## src/rtl/scroll_commander.sv

```systemverilog
// scroll_commander: plans and emits spaced step pulses that walk a saturating scroller to a target
module scroll_commander #(
   parameter int POS_W = 2,
   parameter int GAP   = 3
) (
   input  logic             clk,
   input  logic             reset,
   input  logic             start,
   input  logic [POS_W-1:0] target,
   output logic             step_right,
   output logic             step_left,
   output logic [POS_W-1:0] pos,
   output logic             busy,
   output logic             done
);
   typedef enum logic [1:0] {S_IDLE, S_STEP, S_GAP, S_DONE} state_t;
   localparam logic [7:0] GAP_LD = 8'(GAP - 1);
   state_t           state, state_d;
   logic [POS_W-1:0] tgt_q, tgt_d, pos_d;
   logic [7:0]       cnt, cnt_d;
   logic             step_right_d, step_left_d, busy_d, done_d;
   // next state and next registered outputs; the pulse for a step is set up one edge early so it is a clean register output
   always_comb begin
      state_d      = state;
      tgt_d        = tgt_q;
      pos_d        = pos;
      cnt_d        = cnt;
      step_right_d = 1'b0;
      step_left_d  = 1'b0;
      busy_d       = busy;
      done_d       = 1'b0;
      case (state)
         S_IDLE: begin
            busy_d = 1'b0;
            if (start) begin
               tgt_d        = target;
               state_d      = (target != pos) ? S_STEP : S_DONE;
               step_right_d = target > pos;
               step_left_d  = target < pos;
               busy_d       = target != pos;
               done_d       = target == pos;
            end
         end
         S_STEP: begin
            pos_d   = step_right ? pos + 1'b1 : pos - 1'b1;
            state_d = (pos_d == tgt_q) ? S_DONE : S_GAP;
            done_d  = pos_d == tgt_q;
            busy_d  = pos_d != tgt_q;
            cnt_d   = GAP_LD;
         end
         S_GAP: begin
            state_d      = (cnt == 8'd0) ? S_STEP : S_GAP;
            step_right_d = cnt == 8'd0 && tgt_q > pos;
            step_left_d  = cnt == 8'd0 && tgt_q < pos;
            cnt_d        = (cnt == 8'd0) ? cnt : cnt - 8'd1;
         end
         default: begin
            state_d = S_IDLE;
            busy_d  = 1'b0;
         end
      endcase
   end
   // state and output registers; reset aborts any move without a done pulse
   always_ff @(posedge clk) begin
      if (reset) begin
         state      <= S_IDLE;
         tgt_q      <= '0;
         pos        <= '0;
         cnt        <= '0;
         step_right <= 1'b0;
         step_left  <= 1'b0;
         busy       <= 1'b0;
         done       <= 1'b0;
      end else begin
         state      <= state_d;
         tgt_q      <= tgt_d;
         pos        <= pos_d;
         cnt        <= cnt_d;
         step_right <= step_right_d;
         step_left  <= step_left_d;
         busy       <= busy_d;
         done       <= done_d;
      end
   end
endmodule

```

## config.mk

```make
export PLATFORM = sky130hd
export DESIGN_NAME = scroll_commander
export DESIGN_NICKNAME = d
export VERILOG_FILES = /design/src/rtl/scroll_commander.sv
export SDC_FILE = /design/constraint.sdc
export NUM_CORES = 1
export LEC_CHECK = 0
export CAP_MARGIN = 0
export CORE_MARGIN = 2
export CORE_UTILIZATION = 50
export CTS_BUF_LIST = sky130_fd_sc_hd__clkbuf_16
export DETAILED_ROUTE_END_ITERATION = 7
export GPL_ROUTABILITY_DRIVEN = 0
export GPL_TIMING_DRIVEN = 0
export PLACE_DENSITY = 0.71
export SETUP_SLACK_MARGIN = 0.15
export SYNTH_ARGS = -nofsm -noshare
export SYNTH_HDL_FRONTEND = slang
export SYNTH_SLANG_ARGS = --single-unit
```

## constraint.sdc

```tcl
create_clock -name clk -period 2.3 [get_ports clk]
set_clock_uncertainty 0.1 [all_clocks]
set_input_delay 0.345 -clock clk [delete_from_list [all_inputs] [get_ports clk]]
set_output_delay 0.345 -clock clk [all_outputs]
set_load 0.02 [all_outputs]
```

==> metrics <==
Layout area overhead=22.14%; Peak VDD IR=0.7170 mV; number of global-route vias before repair=784; number of DRC markers in iteration 0=22; Max Cap Viol=0; FP Rows=15; maximum root-to-sink buffer count=2; ys async rst share=0; Synth cell types=37; setup slack after layout=0.2774 ns; hold crit path type=flop to flop; synth warn=0; Main synth FF type=dfxtp_1; Max-slew headroom=0.5368; crit end category=flop; # setup viols final=0; final hold viol count=0; Post-Place Setup Slack=0.3034 ns; Final TNS setup=0 ns; core footprint=0.001764 sq mm; most common cell after layout, fill and taps aside=dfxtp_1; PD cells=1053 mW/mm^2; CTS Hold Bufs=0; Final min period=2.023 ns; H-tree depth=1; post-synth net total=122; Period Utilization, post-route=0.8794; Yosys reg bits=18; diode count=0; status=finished, final reports clean; fmax=494.4 MHz; router iterations before antenna repair=4; HPWL after detailed placement=1.362 mm; Min-Delay Path Depth=2; vias per inst=5.424; Critical Path Start Type=flop; most frequent cells in the layout=dfxtp_1 (18), nor2_1 (17), clkdlybuf4s50_1 (10); Initial Utilization=0.5447; Syn Area/Cell=8.580 sq um; first-pass GRT wire length=3.249 mm; worst-skew pair later-pin latency=0.25 ns; WS Path Type=flop to flop; Final nets=137; Total Wirelength=1.877 mm; post-CTS setup buffers=0; Ports=11; Post-synth EDFFs=0; via count=819; Sink Count=18; die area=0.002289 sq mm; Die X=47.84 microns; post-route ant nets=0; CP required=2.37 ns; largest net degree at the start of global routing=11; reg2reg path depth=6; initial antenna violation count=0; grt ovf=0; CTS Buf Count=3; root buf cell=clkbuf_16; Netlist Area Pre-Place=960.9 sq um; Resized cells post-CTS=0; leak pwr=0.0004574 uW; layout cell share with drive strength beyond 1=0.07143; Die Span Y=47.84 microns; # fillers=162; crit path DAT=2.09 ns; crit path max fanout=8; clk slew on worst S/H paths=0.05 ns; Worst Tran Pin Value=0.6933 ns; IO Port Bufs=10; Tot GR Track Use=0.2054; RSZ-0062 raised after global routing=no; Min Hold Slack=0.3987 ns; post-synthesis sequential area ratio=0.3750; Remaining DRCs=0; CTS tree=done; Final Max Tran Viols=0; Cells after Synth=112; WL per Instance=12.43 microns
## worst paths after layout
check	start	slack, ns	end
worst min register to register	cnt[7]	0.40	cnt[7]
worst max-delay path	cnt[0]	0.28	state[0]
worst min-delay path	cnt[7]	0.40	cnt[7]
worst max register to register	cnt[0]	0.28	state[0]
## logic make-up (layout without fill, tap and decap cells)
logic type,Yosys count,after routing,synth area share
flops,18,18,0.3750
buf+inv,13,27,0.05208
mux,3,3,0.03255
simple gates,43,43,0.2422
xor+xnor,9,9,0.08203
compound gates,21,21,0.1510
fa+ha+maj,5,5,0.06510
## flip-flops by register name, summed over array words and instances (netlist names)
register,flops
tgt_q,2
done,1
step_left,1
busy,1
pos,2
cnt,8
step_right,1
state,2
## area by class of cell
cell class	instances	area [sq um]	area share
Timing Repair Buffer	10	100.1	0.08529
Clock inverter	1	3.754	0.003198
Sequential cell	18	360.3	0.3070
Tap cell	25	31.28	0.02665
Inverter	8	30.03	0.02559
Multi-Input combinational cell	81	553.0	0.4712
Clock buffer	3	75.07	0.06397
Buffer	5	20.02	0.01706
## where the power goes
part	switching (uW)	internal, uW	total, uW
clock	109	231	340
sequential	52.2	363	415
combinational	260	222	482
total	421	815	1240
## cells in the mapped netlist (2+ instances only)
library cell | number | area [sq um]
a31oi_1 | 2 | 12.51
xor2_1 | 5 | 43.79
mux2i_1 | 2 | 20.02
nand2_1 | 2 | 7.510
a21oi_1 | 7 | 35.03
nand3b_1 | 3 | 22.52
o211ai_1 | 2 | 15.01
o21ai_0 | 2 | 10.01
nor3b_1 | 2 | 15.01
nor2_1 | 18 | 67.56
nor2b_1 | 3 | 18.77
clkbuf_1 | 4 | 15.01
inv_1 | 8 | 30.03
nand4b_1 | 2 | 17.52
nor3_1 | 2 | 10.01
dfxtp_1 | 18 | 360.4
ha_1 | 5 | 62.56
or2_2 | 2 | 12.51
xnor2_1 | 4 | 35.03
or3_1 | 2 | 12.51
## through the flow
stage | utilization | cell area, sq um | instances | total power [uW]
finish | 0.6652 | 1174 | 151 | 1236
global placement | 0.6191 | 1092 | 147 | 883.0
CTS | 0.6638 | 1171 | 151 | 1240
detailed placement | 0.6191 | 1092 | 147 | 886.0
global route | 0.6652 | 1174 | 151 | 1324
floorplan | - | 960.9 | 112 | 767.4
## worst max-delay path, stage by stage (launching register included)
cell and delay (ns):
dfxtp_1 0.32, inv_1 0.12, ha_1 0.22, or4b_1 0.43, buf_2 0.18, or3_1 0.36
a221oi_2 0.21
## layer usage
layer,routed length [microns],share of wire,GRT usage
met4,37,0.020,0.09730
met1,799,0.43,0.2227
met5,0,0,0
met3,70,0.037,0.03774
met2,970,0.52,0.3787
No activity file was read; power rests on OpenSTA's default activity.
